==> src/rtl/video_mode_ctrl_if.sv <==
// rtl/video_mode_ctrl_if.sv - request, status and timing bundle between control logic and video_mode_ctrl
interface video_mode_ctrl_if;
    logic        mode_req;
    logic [1:0]  mode_sel;
    logic        next_frame;
    logic        mode_ack;
    logic        mode_err;
    logic        busy;
    logic        video_mute;
    logic [1:0]  cur_mode;
    logic [1:0]  pclk_sel;
    logic [11:0] h_total;
    logic [11:0] h_sync;
    logic [11:0] h_start;
    logic [11:0] h_end;
    logic [11:0] v_total;
    logic [11:0] v_sync;
    logic [11:0] v_start;
    logic [11:0] v_end;

    modport master (
        output mode_req, mode_sel, next_frame,
        input  mode_ack, mode_err, busy, video_mute, cur_mode, pclk_sel,
        input  h_total, h_sync, h_start, h_end, v_total, v_sync, v_start, v_end
    );

    modport slave (
        input  mode_req, mode_sel, next_frame,
        output mode_ack, mode_err, busy, video_mute, cur_mode, pclk_sel,
        output h_total, h_sync, h_start, h_end, v_total, v_sync, v_start, v_end
    );
endinterface

==> src/rtl/video_mode_ctrl.sv <==
// rtl/video_mode_ctrl.sv - HDMI video mode scheduler: mutes, swaps timing at a frame boundary, unmutes
module video_mode_ctrl #(
    parameter int MUTE_FRAMES    = 2,
    parameter int TIMEOUT_CYCLES = 4194304
) (
    input  logic             hdmi_clk,
    input  logic             reset,
    video_mode_ctrl_if.slave bus
);
    typedef enum logic [2:0] {
        S_IDLE,
        S_PRE_MUTE,
        S_APPLY,
        S_POST_MUTE,
        S_DONE
    } state_t;

    // Packed as h_total,h_sync,h_start,h_end,v_total,v_sync,v_start,v_end (MSB first)
    localparam logic [95:0] M0 = {12'd2199, 12'd43, 12'd189, 12'd2109,
                                  12'd1124, 12'd4,  12'd40,  12'd1120};
    localparam logic [95:0] M1 = {12'd1649, 12'd39, 12'd257, 12'd1537,
                                  12'd749,  12'd4,  12'd24,  12'd744};
    localparam logic [95:0] M2 = {12'd799,  12'd95, 12'd141, 12'd781,
                                  12'd524,  12'd1,  12'd34,  12'd514};

    function automatic logic [95:0] f_timing(input logic [1:0] mode);
        case (mode)
            2'd1:    return M1;
            2'd2:    return M2;
            default: return M0;
        endcase
    endfunction

    state_t      r_state,    w_state_nx;
    logic [3:0]  r_fcnt,     w_fcnt_nx;
    logic [22:0] r_tcnt,     w_tcnt_nx;
    logic [1:0]  r_mode_lat, w_mode_lat_nx;
    logic [1:0]  r_cur_mode, w_cur_mode_nx;
    logic [95:0] r_timing,   w_timing_nx;
    logic        r_ack,      w_ack_nx;
    logic        r_err,      w_err_nx;
    logic        r_busy,     w_busy_nx;
    logic        r_mute,     w_mute_nx;
    logic        w_fcnt_last;
    logic        w_timeout;

    assign w_fcnt_last = (r_fcnt == 4'(MUTE_FRAMES - 1));
    assign w_timeout   = (r_tcnt == 23'(TIMEOUT_CYCLES - 1));

    always_comb begin
        w_state_nx    = r_state;
        w_fcnt_nx     = r_fcnt;
        w_mode_lat_nx = r_mode_lat;
        w_cur_mode_nx = r_cur_mode;
        w_timing_nx   = r_timing;
        w_ack_nx      = 1'b0;
        w_err_nx      = 1'b0;
        w_busy_nx     = r_busy;
        w_mute_nx     = r_mute;

        case (r_state)
            S_IDLE: begin
                if (bus.mode_req) begin
                    if (bus.mode_sel == 2'd3) begin
                        w_err_nx = 1'b1;
                    end else if (bus.mode_sel == r_cur_mode) begin
                        w_ack_nx = 1'b1;
                    end else begin
                        w_mode_lat_nx = bus.mode_sel;
                        w_fcnt_nx     = 4'd0;
                        w_busy_nx     = 1'b1;
                        w_mute_nx     = 1'b1;
                        w_state_nx    = S_PRE_MUTE;
                    end
                end
            end
            S_PRE_MUTE: begin
                if (bus.next_frame) begin
                    w_fcnt_nx = r_fcnt + 4'd1;
                end
                // Registers load on entry to APPLY so the new table is live during APPLY
                if ((bus.next_frame && w_fcnt_last) || (!bus.next_frame && w_timeout)) begin
                    w_state_nx    = S_APPLY;
                    w_fcnt_nx     = 4'd0;
                    w_timing_nx   = f_timing(r_mode_lat);
                    w_cur_mode_nx = r_mode_lat;
                    w_err_nx      = !bus.next_frame;
                end
            end
            S_APPLY: begin
                w_fcnt_nx  = 4'd0;
                w_state_nx = S_POST_MUTE;
            end
            S_POST_MUTE: begin
                if (bus.next_frame) begin
                    w_fcnt_nx = r_fcnt + 4'd1;
                end
                if ((bus.next_frame && w_fcnt_last) || (!bus.next_frame && w_timeout)) begin
                    w_state_nx = S_DONE;
                    w_fcnt_nx  = 4'd0;
                    w_ack_nx   = 1'b1;
                    w_busy_nx  = 1'b0;
                    w_mute_nx  = 1'b0;
                    w_err_nx   = !bus.next_frame;
                end
            end
            S_DONE: begin
                w_state_nx = S_IDLE;
            end
            default: begin
                w_state_nx = S_IDLE;
            end
        endcase

        if ((w_state_nx != r_state) || bus.next_frame ||
            !((r_state == S_PRE_MUTE) || (r_state == S_POST_MUTE))) begin
            w_tcnt_nx = 23'd0;
        end else begin
            w_tcnt_nx = r_tcnt + 23'd1;
        end
    end

    always_ff @(posedge hdmi_clk) begin
        if (reset) begin
            r_state    <= S_IDLE;
            r_fcnt     <= 4'd0;
            r_tcnt     <= 23'd0;
            r_mode_lat <= 2'd0;
            r_cur_mode <= 2'd0;
            r_timing   <= M0;
            r_ack      <= 1'b0;
            r_err      <= 1'b0;
            r_busy     <= 1'b0;
            r_mute     <= 1'b0;
        end else begin
            r_state    <= w_state_nx;
            r_fcnt     <= w_fcnt_nx;
            r_tcnt     <= w_tcnt_nx;
            r_mode_lat <= w_mode_lat_nx;
            r_cur_mode <= w_cur_mode_nx;
            r_timing   <= w_timing_nx;
            r_ack      <= w_ack_nx;
            r_err      <= w_err_nx;
            r_busy     <= w_busy_nx;
            r_mute     <= w_mute_nx;
        end
    end

    assign bus.mode_ack   = r_ack;
    assign bus.mode_err   = r_err;
    assign bus.busy       = r_busy;
    assign bus.video_mute = r_mute;
    assign bus.cur_mode   = r_cur_mode;
    assign bus.pclk_sel   = r_cur_mode;
    assign bus.h_total    = r_timing[95:84];
    assign bus.h_sync     = r_timing[83:72];
    assign bus.h_start    = r_timing[71:60];
    assign bus.h_end      = r_timing[59:48];
    assign bus.v_total    = r_timing[47:36];
    assign bus.v_sync     = r_timing[35:24];
    assign bus.v_start    = r_timing[23:12];
    assign bus.v_end      = r_timing[11:0];
endmodule

==> src/flat_wrapper.sv <==
// flat-port wrapper written by rule: the top's interface ports become plain ports
module video_mode_ctrl_flat 
#(
    parameter int MUTE_FRAMES    = 2,
    parameter int TIMEOUT_CYCLES = 4194304
)
  (hdmi_clk, reset, bus_mode_req, bus_mode_sel, bus_next_frame, bus_mode_ack, bus_mode_err, bus_busy, bus_video_mute, bus_cur_mode, bus_pclk_sel, bus_h_total, bus_h_sync, bus_h_start, bus_h_end, bus_v_total, bus_v_sync, bus_v_start, bus_v_end);
  video_mode_ctrl_if bus_i ();
  input  logic hdmi_clk;
  input  logic reset;
  input wire logic [$bits(bus_i.mode_req)-1:0] bus_mode_req;
  input wire logic [$bits(bus_i.mode_sel)-1:0] bus_mode_sel;
  input wire logic [$bits(bus_i.next_frame)-1:0] bus_next_frame;
  output wire logic [$bits(bus_i.mode_ack)-1:0] bus_mode_ack;
  output wire logic [$bits(bus_i.mode_err)-1:0] bus_mode_err;
  output wire logic [$bits(bus_i.busy)-1:0] bus_busy;
  output wire logic [$bits(bus_i.video_mute)-1:0] bus_video_mute;
  output wire logic [$bits(bus_i.cur_mode)-1:0] bus_cur_mode;
  output wire logic [$bits(bus_i.pclk_sel)-1:0] bus_pclk_sel;
  output wire logic [$bits(bus_i.h_total)-1:0] bus_h_total;
  output wire logic [$bits(bus_i.h_sync)-1:0] bus_h_sync;
  output wire logic [$bits(bus_i.h_start)-1:0] bus_h_start;
  output wire logic [$bits(bus_i.h_end)-1:0] bus_h_end;
  output wire logic [$bits(bus_i.v_total)-1:0] bus_v_total;
  output wire logic [$bits(bus_i.v_sync)-1:0] bus_v_sync;
  output wire logic [$bits(bus_i.v_start)-1:0] bus_v_start;
  output wire logic [$bits(bus_i.v_end)-1:0] bus_v_end;
  assign bus_i.mode_req = bus_mode_req;
  assign bus_i.mode_sel = bus_mode_sel;
  assign bus_i.next_frame = bus_next_frame;
  assign bus_mode_ack = bus_i.mode_ack;
  assign bus_mode_err = bus_i.mode_err;
  assign bus_busy = bus_i.busy;
  assign bus_video_mute = bus_i.video_mute;
  assign bus_cur_mode = bus_i.cur_mode;
  assign bus_pclk_sel = bus_i.pclk_sel;
  assign bus_h_total = bus_i.h_total;
  assign bus_h_sync = bus_i.h_sync;
  assign bus_h_start = bus_i.h_start;
  assign bus_h_end = bus_i.h_end;
  assign bus_v_total = bus_i.v_total;
  assign bus_v_sync = bus_i.v_sync;
  assign bus_v_start = bus_i.v_start;
  assign bus_v_end = bus_i.v_end;
  video_mode_ctrl #(.MUTE_FRAMES(MUTE_FRAMES), .TIMEOUT_CYCLES(TIMEOUT_CYCLES)) u_core (.hdmi_clk(hdmi_clk), .reset(reset), .bus(bus_i));
endmodule
==> config.mk <==
export PLATFORM = sky130hd
export DESIGN_NAME = video_mode_ctrl_flat
export DESIGN_NICKNAME = d
export VERILOG_FILES = /design/src/rtl/video_mode_ctrl_if.sv /design/src/rtl/video_mode_ctrl.sv /design/src/flat_wrapper.sv
export SDC_FILE = /design/constraint.sdc
export NUM_CORES = 1
export LEC_CHECK = 0
export BUFFER_PORTS_ARGS = -buffer_cell sky130_fd_sc_hd__buf_2
export CORE_UTILIZATION = 49
export DETAILED_ROUTE_END_ITERATION = 7
export PLACE_DENSITY = 0.81
export SLEW_MARGIN = 15
export SYNTH_ARGS = -nofsm -noshare
export SYNTH_HDL_FRONTEND = slang
export SYNTH_SLANG_ARGS = --single-unit
==> constraint.sdc <==
create_clock -name hdmi_clk -period 2.2 [get_ports hdmi_clk]
set_input_delay 0.66 -clock hdmi_clk [delete_from_list [all_inputs] [get_ports hdmi_clk]]
set_output_delay 0.66 -clock hdmi_clk [all_outputs]
set_load 0.05 [all_outputs]
# After elaboration in Yosys (flattened, before gate mapping)
# Cells that the tools add are included.
# totals
inputBits	6
reg_bits	133
elab_cells	72
# op_classes
n_reduce_logical	17
muxes	27
n_eq_ne	15
bitwise	2
n_addsub	2
# ops
cell	count
96-bit case mux with 2 select lines	1
23-bit by 1-bit adder with 23-bit output, second input constant	1
23-bit by 22-bit == test with 1-bit output, second input constant	1
4-bit two-way mux	5
3-bit two-way mux	5
3-bit case mux with 4 select lines	1
4-bit case mux with 3 select lines	1
1-bit two-way mux	11
5-bit AND reduction	2
3-bit by 2-bit == test with 1-bit output, second input constant	2
2-bit != test, second input constant	3
1-bit case mux with 2 select lines	3
4-bit by 1-bit adder with 4-bit output, second input constant	1
2-bit == test, second input constant	2
4-bit by 1-bit == test with 1-bit output, second input constant	1
1-bit logical OR	4
4-bit AND reduction	1
2-bit OR reduction	2
3-bit by 1-bit == test with 1-bit output, second input constant	1
3-bit logical NOT	1
3-bit by 1-bit != test with 1-bit output, second input constant	1
3-bit != test	1
3-bit nonzero test	1
2-bit by 1-bit == test with 1-bit output, second input constant	1
7 further kinds	10

# Longest topological paths before layout
# Gate-level depths: netlist (run 1).
# depth
depth_word	9
mapped_depth	8
ltp_nobuf	7

# Least setup slack after synthesis (run 1)
# No wires, ideal clock.
# synth_timing
path_type	reg-to-reg
from	reg u_core.r_cur_mode[0] (netlist: u_core.bus.cur_mode[0])
to	reg u_core.r_fcnt[2]
setup_ns	0.086
t_arrival_ns	1.888
path_slack_ns	0.226
stages_incl_launch_ff	6
period_less_slack_ns	1.974
cell_sequence	dfxtp_1 nand2b_1 a21oi_1 a2111oi_2 o31ai_1 a211oi_1
# synth_between
elab_chain_len	3
# synth_lines
item	line	rtl
start, declared	video_mode_ctrl.sv:38	logic [1:0] r_cur_mode, w_cur_mode_nx;
start signal, assigned	video_mode_ctrl.sv:140	r_cur_mode <= w_cur_mode_nx;
2-bit == test	video_mode_ctrl.sv:66	end else if (bus.mode_sel == r_cur_mode) begin
2-bit != test (no source line)	--	
5-bit AND reduction (no source line)	--	
end signal, assigned	video_mode_ctrl.sv:137	r_fcnt <= w_fcnt_nx;
end, declared	video_mode_ctrl.sv:35	logic [3:0] r_fcnt, w_fcnt_nx;
# Every way passes these cells.
# A chain may end at the register's enable or synchronous reset.

# Final worst setup path (run 1)
# layout_timing
from	reg u_core.r_tcnt[1]
to	reg u_core.r_fcnt[2]
# layout_between
elab_chain_len	5
elab_cells_between_ends	7
cone_classes	eq/ne (2); mux (2); reduce/logical (3)
# layout_lines
item	line	rtl
start, declared	video_mode_ctrl.sv:36	logic [22:0] r_tcnt, w_tcnt_nx;
start signal, assigned	video_mode_ctrl.sv:138	r_tcnt <= w_tcnt_nx;
23-bit by 22-bit == test with 1-bit output (*)	video_mode_ctrl.sv:48	assign w_timeout = (r_tcnt == 23'(TIMEOUT_CYCLES - 1));
1-bit logical AND (*)	video_mode_ctrl.sv:82, video_mode_ctrl.sv:98	
1-bit logical OR (*)	video_mode_ctrl.sv:82, video_mode_ctrl.sv:98	
3-bit by 1-bit != test with 1-bit output (no source line) or 4-bit two-way mux (tied branches)	--	
5-bit AND reduction (no source line) or 4-bit case mux with 3 select lines (tied branches)	--	
# Every way passes the cells marked *; elsewhere a longest branch is shown, timed or not.

==> run summary, run 1 <==
Placer's final routability congestion estimate: 0.753
Type of destination of the critical path: flop
Worst endpoint required time: 2.42 ns
Initial standard-cell utilization of the core: 0.524
Sequential cell area: 862 µm²
CTS H-Tree Depth: 2
Detailed Route Iter0 Violations: 73
Number of global-route vias before repair: 1702
Worst Path Arrival: 2.29 ns
Total routing resource utilization after global routing: 0.160
CTS tree: built
Sinks on Clock Net: 43
Final Setup Violations: 0
Wire length of the first global-routing pass: 7.73 mm
Largest delay share family, worst path: simple AND/OR/NAND/NOR gates
Commonest non-fill, non-tap cell in the layout: sky130_fd_sc_hd__buf_2
Delay contributed by the slowest stage of the critical path: 0.49 ns
Synthesized flop and latch total: 43
Setup slack of the most critical reg-to-reg path: 0.12 ns
Total of max-cap violations: 0
Number of vias in the routed layout: 1956
Layout cell share with drive strength beyond 1: 0.274
Y dimension of the die: 76.8 µm
Setup CP Type: reg2reg
Cell types occupying the most area after synthesis: sky130_fd_sc_hd__dfxtp_1, sky130_fd_sc_hd__buf_4, sky130_fd_sc_hd__xor2_1
Antenna Violating Nets Remaining: 0
Synth top area share: 0.314
Pin count of the biggest net entering global routing: 15
Pin slew with the least headroom to its limit: 0.772 ns
Static leakage: 1.18 nW
Grt met3 use: 0.0321
Skew final: 0.0120 ns
Async SR Flop Fraction: 0
Final-report max-slew violation count: 0
Worst path cell trace: ha_2 -> nand4_1 -> nor4_4 -> a211oi_4 -> or4_1 -> a211oi_1
Final Cycle Share: 0.943
Worst setup SP type: flop
Clock insertion delay at the later pin of the skew report: 0.30 ns
Aggregate routed wire length: 4.54 mm
Hold Violations, Final: 0
Core area: 5240 µm²
Hold path startpoint: u_core.r_tcnt[0]$_SDFF_PP0_
Area delta synth->final: 0.593%
Die Area: 5900 µm²
RSZ-0062 raised after global routing: no
Critical Path Fanout Max: 7
Average instance area after synthesis: 8.57 µm²
Clock-pin transition on the worst setup and hold timing paths: 0.09 ns
HP Class: reg2reg
Cell type with the highest aggregate area in the netlist: sky130_fd_sc_hd__dfxtp_1
Detail Placement HPWL: 3.34 mm
Grt met1 use: 0.193
Total area of multi-input combinational cells: 1280 µm²
DR DRC count: 0
Antenna violations before repair: 0
Port-buffer cells: 62
Number of primary I/O pins: 110
Final-layout fill cell count: 509
Top FF cell, synth: sky130_fd_sc_hd__dfxtp_1
Final design utilization: 0.527
Remaining max-slew budget at the tightest pin: 0.484
First-pass iteration count of the detailed router: 4
Final-layout setup total negative slack: 0 ns
VDD IR max: 429 µV
Root Buffer: sky130_fd_sc_hd__clkbuf_8
Power per cell area: 665 nW/µm²
Antenna diode instance count: 0
Wire length per cell: 11.1 µm
Die W: 76.8 µm
Number of buffers added to fix hold violations after cts: 0
Crit-path slowest cell: sky130_fd_sc_hd__or4_1
Highest-count cells in the layout ignoring fill and taps: sky130_fd_sc_hd__buf_2, sky130_fd_sc_hd__conb_1, sky130_fd_sc_hd__dfxtp_1, sky130_fd_sc_hd__nor2_1, sky130_fd_sc_hd__nand3_1
Crit path launch: u_core.r_tcnt[1]$_SDFF_PP0_
Max Clock Freq: 482 MHz
Number of buffer and inverter stages on the critical path: 0
Final layout net count: 352
Post-synth EDFFs: 0
TritonCTS Buffers: 5
Floorplan row count: 26
Syn. warnings: 0
Clock Tree Buf Depth: 2
Time the worst path needs with I/O delays and setup: 2.08 ns
Layer with the highest usage: met2
Cell area after technology mapping: 2740 µm²
Number of distinct standard cells referenced by the synthesized netlist: 43
Result of the run: finished clean
RR Startpoint: u_core.r_tcnt[1]$_SDFF_PP0_
Remaining global-route overflow: 0
Synthesized netlist cell count: 320
Sequential-to-total area share from yosys stat: 0.314
Average vias per placed instance: 4.77
Met2 usage: 0.277
area by class of cell:
class	instances	area share
Clock inverter	3	0.0245
Tap cell	70	0.0317
Inverter	11	0.0150
Clock buffer	5	0.0249
Sequential cell	43	0.312
Multi-Input combinational cell	211	0.466
Timing Repair Buffer	67	0.126
cell families after synthesis:
logic type	synth area share
compound gates	0.0971
other cells	0.00274
simple gates	0.192
xor+xnor	0.0702
fa+ha+maj	0.0319
buf+inv	0.285
flops	0.314
mux	0.00730
cell usage after synthesis, types with 3 or more instances:
| master | instances |
|---|---|
| sky130_fd_sc_hd__inv_1 | 11 |
| sky130_fd_sc_hd__nand2_1 | 8 |
| sky130_fd_sc_hd__nor2_1 | 32 |
| sky130_fd_sc_hd__nand4_2 | 3 |
| sky130_fd_sc_hd__clkbuf_1 | 3 |
| sky130_fd_sc_hd__nand4_1 | 4 |
| sky130_fd_sc_hd__nand3_1 | 15 |
| sky130_fd_sc_hd__o31ai_1 | 5 |
| sky130_fd_sc_hd__dfxtp_1 | 43 |
| sky130_fd_sc_hd__ha_1 | 7 |
| sky130_fd_sc_hd__nand2b_1 | 5 |
| sky130_fd_sc_hd__a211oi_1 | 4 |
| sky130_fd_sc_hd__xnor2_1 | 8 |
| sky130_fd_sc_hd__nor3_1 | 4 |
| sky130_fd_sc_hd__xor2_1 | 14 |
| sky130_fd_sc_hd__o21ai_0 | 10 |
| sky130_fd_sc_hd__a21oi_1 | 13 |
| sky130_fd_sc_hd__or4_1 | 4 |
| sky130_fd_sc_hd__buf_4 | 93 |
path summary, 6_finish.rpt:
| path | to | depth (start not counted) |
|---|---|---|
| worst min register to register | u_core.r_tcnt[0]$_SDFF_PP0_ | 1 |
| worst max register to register | u_core.r_fcnt[2]$_SDFFE_PP0P_ | 6 |
| worst min-delay path | u_core.r_tcnt[0]$_SDFF_PP0_ | 1 |
| worst max-delay path | u_core.r_fcnt[2]$_SDFFE_PP0P_ | 6 |
state kept, by name, indices dropped and copies added (netlist names):
| register | flops |
|---|---|
| u_core.bus.mode_err | 1 |
| u_core.bus.busy | 1 |
| u_core.bus.mode_ack | 1 |
| u_core.r_mode_lat | 2 |
| u_core.r_tcnt | 23 |
| u_core.bus.cur_mode | 2 |
| u_core.r_state | 3 |
| u_core.r_timing | 6 |
| u_core.r_fcnt | 4 |
layer usage:
| layer | vias up | share of wire |
|---|---|---|
| met3 | 4 | 0.056 |
| met1 | 896 | 0.45 |
| met5 | - | 0 |
| met4 | 0 | 0.014 |
| met2 | 78 | 0.48 |
| li1 | 978 | - |
timing repair:
action / 4_1_cts / 5_1_grt
setup endpoints to repair: 0 / 8
resized for setup: 0 / 4
setup buffers: 0 / 0
worst reg2reg max path: stages (launching register included):
cell                       delay [ns]
sky130_fd_sc_hd__dfxtp_1         0.37
sky130_fd_sc_hd__ha_2            0.22
sky130_fd_sc_hd__nand4_1         0.20
sky130_fd_sc_hd__nor4_4          0.34
sky130_fd_sc_hd__a211oi_4        0.15
sky130_fd_sc_hd__or4_1           0.49
sky130_fd_sc_hd__a211oi_1        0.24
power by group:
| part | switching (mW) | internal, mW |
|---|---|---|
| combinational | 0.273 | 0.0369 |
| clock | 0.272 | 0.453 |
| sequential | 0.0135 | 0.788 |
metrics by stage:
step	instance area (µm²)	cells	worst slack (ns)	hold slack, ns	total power, mW
6_report	2760	410	0.125	0.436	1.84
2_1_floorplan	2910	365	0.226	0.430	1.16
3_3_place_gp	2610	402	0.101	0.444	1.12
5_1_grt	2760	410	0.0180	0.469	1.91
3_5_place_dp	2610	402	0.000353	0.461	1.12
4_1_cts	2750	410	0.0421	0.480	1.85
Note: power is estimated with default switching activity, not from simulation.
==> run 2, diff against run 1 <==
--- a/config.mk
+++ b/config.mk
@@ -8,7 +8,7 @@
 export BUFFER_PORTS_ARGS = -buffer_cell sky130_fd_sc_hd__buf_2
 export CORE_UTILIZATION = 49
 export DETAILED_ROUTE_END_ITERATION = 7
-export PLACE_DENSITY = 0.81
+export PLACE_DENSITY = 0.84
 export SLEW_MARGIN = 15
 export SYNTH_ARGS = -nofsm -noshare
 export SYNTH_HDL_FRONTEND = slang
==> run 2 against run 1 <==
Net effect: power is essentially flat; largest power group unchanged; sequential share of layout area barely moved; clock-buffer cell count is 1 higher; clock power is essentially flat; design area decreased by 0.14%; global-route usage down 0.62 points; critical path type unchanged; register-to-register slack is essentially flat; non-clock buffer count decreased by 1; hold slack better by 0.038 ns; sequential power is essentially flat.
==> run summary, run 2 (synthesized netlist as in run 1, its figures left out) <==
Total area of multi-input combinational cells: 1280 µm² (about the same)
Power per cell area: 666 nW/µm² (was 665 nW/µm²)
First-pass iteration count of the detailed router: 4 (unchanged)
Number of buffers added to fix hold violations after cts: 0 (unchanged)
Antenna diode instance count: 0 (unchanged)
Pin slew with the least headroom to its limit: 0.742 ns (was 0.772 ns)
Clock insertion delay at the later pin of the skew report: 0.30 ns (about the same)
Remaining max-slew budget at the tightest pin: 0.505 (was 0.484)
Y dimension of the die: 76.8 µm (unchanged)
Depth of the worst register-to-register path: 6 (unchanged)
Final layout net count: 351 (was 352)
Worst setup SP type: flop (unchanged)
Die W: 76.8 µm (unchanged)
Hold Violations, Final: 0 (unchanged)
Area delta synth->final: 0.456% (was 0.593%)
Final Setup Violations: 0 (unchanged)
Relative contribution of combinational cells to total power: 0.169 (about the same)
Setup slack of the most critical reg-to-reg path: 0.11 ns (was 0.12 ns)
Antenna Violating Nets Remaining: 0 (unchanged)
Worst endpoint required time: 2.40 ns (was 2.42 ns)
Layout cell share with drive strength beyond 1: 0.263 (was 0.274)
Number of primary I/O pins: 110 (unchanged)
Sequential share of power: 0.436 (was 0.437)
HP Class: reg2reg (unchanged)
Final design utilization: 0.526 (was 0.527)
Fraction of power spent switching nets: 0.303 (was 0.304)
Type of destination of the critical path: flop (unchanged)
Static leakage: 1.18 nW (about the same)
RSZ-0062 raised after global routing: no (unchanged)
Die Area: 5900 µm² (unchanged)
Aggregate routed wire length: 4.54 mm (about the same)
Clock power frac: 0.395 (about the same)
Placer's final routability congestion estimate: 0.776 (was 0.753)
VDD IR max: 332 µV (was 429 µV)
Sequential cell area: 861 µm² (was 862 µm²)
Final Cycle Share: 0.950 (was 0.943)
Endpoint of the lowest-slack register-to-register path: u_core.r_fcnt[3]$_SDFFE_PP0P_ (was u_core.r_fcnt[2]$_SDFFE_PP0P_)
RR Startpoint: u_core.r_tcnt[0]$_SDFF_PP0_ (was u_core.r_tcnt[1]$_SDFF_PP0_)
Largest registers in the final layout: u_core.r_tcnt (23), u_core.r_timing (6), u_core.r_fcnt (4) (unchanged)
Worst Path Arrival: 2.29 ns (about the same)
Wire length of the first global-routing pass: 7.47 mm (was 7.73 mm)
Root Buffer: sky130_fd_sc_hd__clkbuf_8 (unchanged)
Filler-free cell count of the finished design: 409 (was 410)
Critical Path Fanout Max: 7 (unchanged)
CTS tree: built (unchanged)
Port-buffer cells: 62 (unchanged)
Max reg flops: 23 (unchanged)
Highest-count cells in the layout ignoring fill and taps: sky130_fd_sc_hd__buf_2, sky130_fd_sc_hd__conb_1, sky130_fd_sc_hd__dfxtp_1, sky130_fd_sc_hd__nor2_1, sky130_fd_sc_hd__nand3_1 (unchanged)
Clock-pin transition on the worst setup and hold timing paths: 0.08 ns (was 0.09 ns)
Skew final: 0.0108 ns (was 0.0120 ns)
Final-layout fill cell count: 469 (was 509)
Sinks on Clock Net: 43 (unchanged)
Hold path startpoint: u_core.r_tcnt[0]$_SDFF_PP0_ (unchanged)
DR DRC count: 0 (unchanged)
Time the worst path needs with I/O delays and setup: 2.09 ns (was 2.08 ns)
Final-layout setup total negative slack: 0 ns (unchanged)
Wire length per cell: 11.1 µm (about the same)
WHS: 0.474 ns (was 0.436 ns)
Number of buffers added for setup after CTS: 0 (unchanged)
Clock Tree Buf Depth: 2 (unchanged)
TritonCTS Buffers: 5 (unchanged)
Antenna violations before repair: 0 (unchanged)
Placed instance count: 401 (was 402)
Setup CP Type: reg2reg (unchanged)
Pin count of the biggest net entering global routing: 24 (was 15)
Number of vias in the routed layout: 1938 (was 1956)
Detailed Route Iter0 Violations: 119 (was 73)
Max Clock Freq: 479 MHz (was 482 MHz)
Total Power Consumption: 1.84 mW (about the same)
Total of max-cap violations: 0 (unchanged)
Remaining global-route overflow: 0 (unchanged)
CTS H-Tree Depth: 2 (unchanged)
Number of global-route vias before repair: 1699 (was 1702)
Core area: 5240 µm² (unchanged)
Top reg by flops: u_core.r_tcnt (unchanged)
Commonest non-fill, non-tap cell in the layout: sky130_fd_sc_hd__buf_2 (unchanged)
Psw: 556 µW (was 558 µW)
Final-report max-slew violation count: 0 (unchanged)
Design internal power: 1.28 mW (about the same)
Initial standard-cell utilization of the core: 0.524 (unchanged)
Total routing resource utilization after global routing: 0.154 (was 0.160)
Hold depth: 1 (unchanged)
Floorplan row count: 26 (unchanged)
Detail Placement HPWL: 3.25 mm (was 3.34 mm)
Post-cts resize count: 0 (unchanged)
Endpoint with the worst hold slack: u_core.r_tcnt[0]$_SDFF_PP0_ (unchanged)
Result of the run: finished clean (unchanged)
Average vias per placed instance: 4.74 (was 4.77)
run 2: cell count changes in the layout (fill, tap and decap cells not counted):
cell                         delta
sky130_fd_sc_hd__buf_12         +1
sky130_fd_sc_hd__dfxtp_2        -1
sky130_fd_sc_hd__buf_4          -2
sky130_fd_sc_hd__clkbuf_1       +1
sky130_fd_sc_hd__a21oi_2        -1
sky130_fd_sc_hd__dfxtp_1        +1
sky130_fd_sc_hd__clkinvlp_4     -1
sky130_fd_sc_hd__a21oi_1        +1
run 2: final cells by class:
type                       instances  share of cell area
sequential                        43               0.312
timing repair buffer              66               0.128
clock inverter                     2              0.0218
multi-input combinational        211               0.465
tap                               70              0.0318
inverter                          11              0.0150
clock buffer                       6              0.0263
run 2: worst max-delay path by stage:
stage,endpoint,slack [ns],startpoint
after floorplan,u_core.r_fcnt[2]$_SDFFE_PP0P_,0.23,u_core.bus.cur_mode[0]$_SDFFE_PP0P_
after global placement,u_core.r_fcnt[3]$_SDFFE_PP0P_,0.1,bus_mode_sel[0]
after detailed placement,u_core.r_fcnt[3]$_SDFFE_PP0P_,0.002,bus_mode_sel[0]
after CTS,u_core.r_fcnt[3]$_SDFFE_PP0P_,0.02,u_core.r_tcnt[0]$_SDFF_PP0_
after global routing,u_core.r_fcnt[2]$_SDFFE_PP0P_,0.0005,u_core.r_tcnt[0]$_SDFF_PP0_
final,u_core.r_fcnt[3]$_SDFFE_PP0P_,0.11,u_core.r_tcnt[0]$_SDFF_PP0_
run 2: worst max-delay path, stage by stage (launching register included):
cell and delay [ns]:
sky130_fd_sc_hd__dfxtp_1 0.38, sky130_fd_sc_hd__ha_2 0.22, sky130_fd_sc_hd__nand4_1 0.20, sky130_fd_sc_hd__nor4_4 0.31
sky130_fd_sc_hd__a211oi_4 0.14, sky130_fd_sc_hd__or4_1 0.49, sky130_fd_sc_hd__a211oi_1 0.26
run 2: stage by stage:
stage          instance area [µm²]  worst slack (ns)
2_1_floorplan                 2910             0.226
6_report                      2760             0.111
5_1_grt                       2760          0.000518
4_1_cts                       2750            0.0217
3_3_place_gp                  2610            0.0981
3_5_place_dp                  2610           0.00202
run 2: power by group through the flow:
stage | combinational [mW] | sequential, mW | clock [mW]
after floorplan | 0.338 | 0.826 | 0
after global placement | 0.303 | 0.819 | 0
after detailed placement | 0.306 | 0.819 | 0
after CTS | 0.307 | 0.801 | 0.734
after global routing | 0.326 | 0.804 | 0.766
final | 0.310 | 0.801 | 0.725
run 2: metal layers:
| layer | up-vias | track usage | part of all wire |
|---|---|---|---|
| li1 | 969 | - | - |
| met1 | 890 | 0.181 | 0.45 |
| met2 | 73 | 0.271 | 0.49 |
| met3 | 6 | 0.0333 | 0.050 |
| met4 | 0 | 0.0596 | 0.015 |
| met5 | - | 0 | 0 |
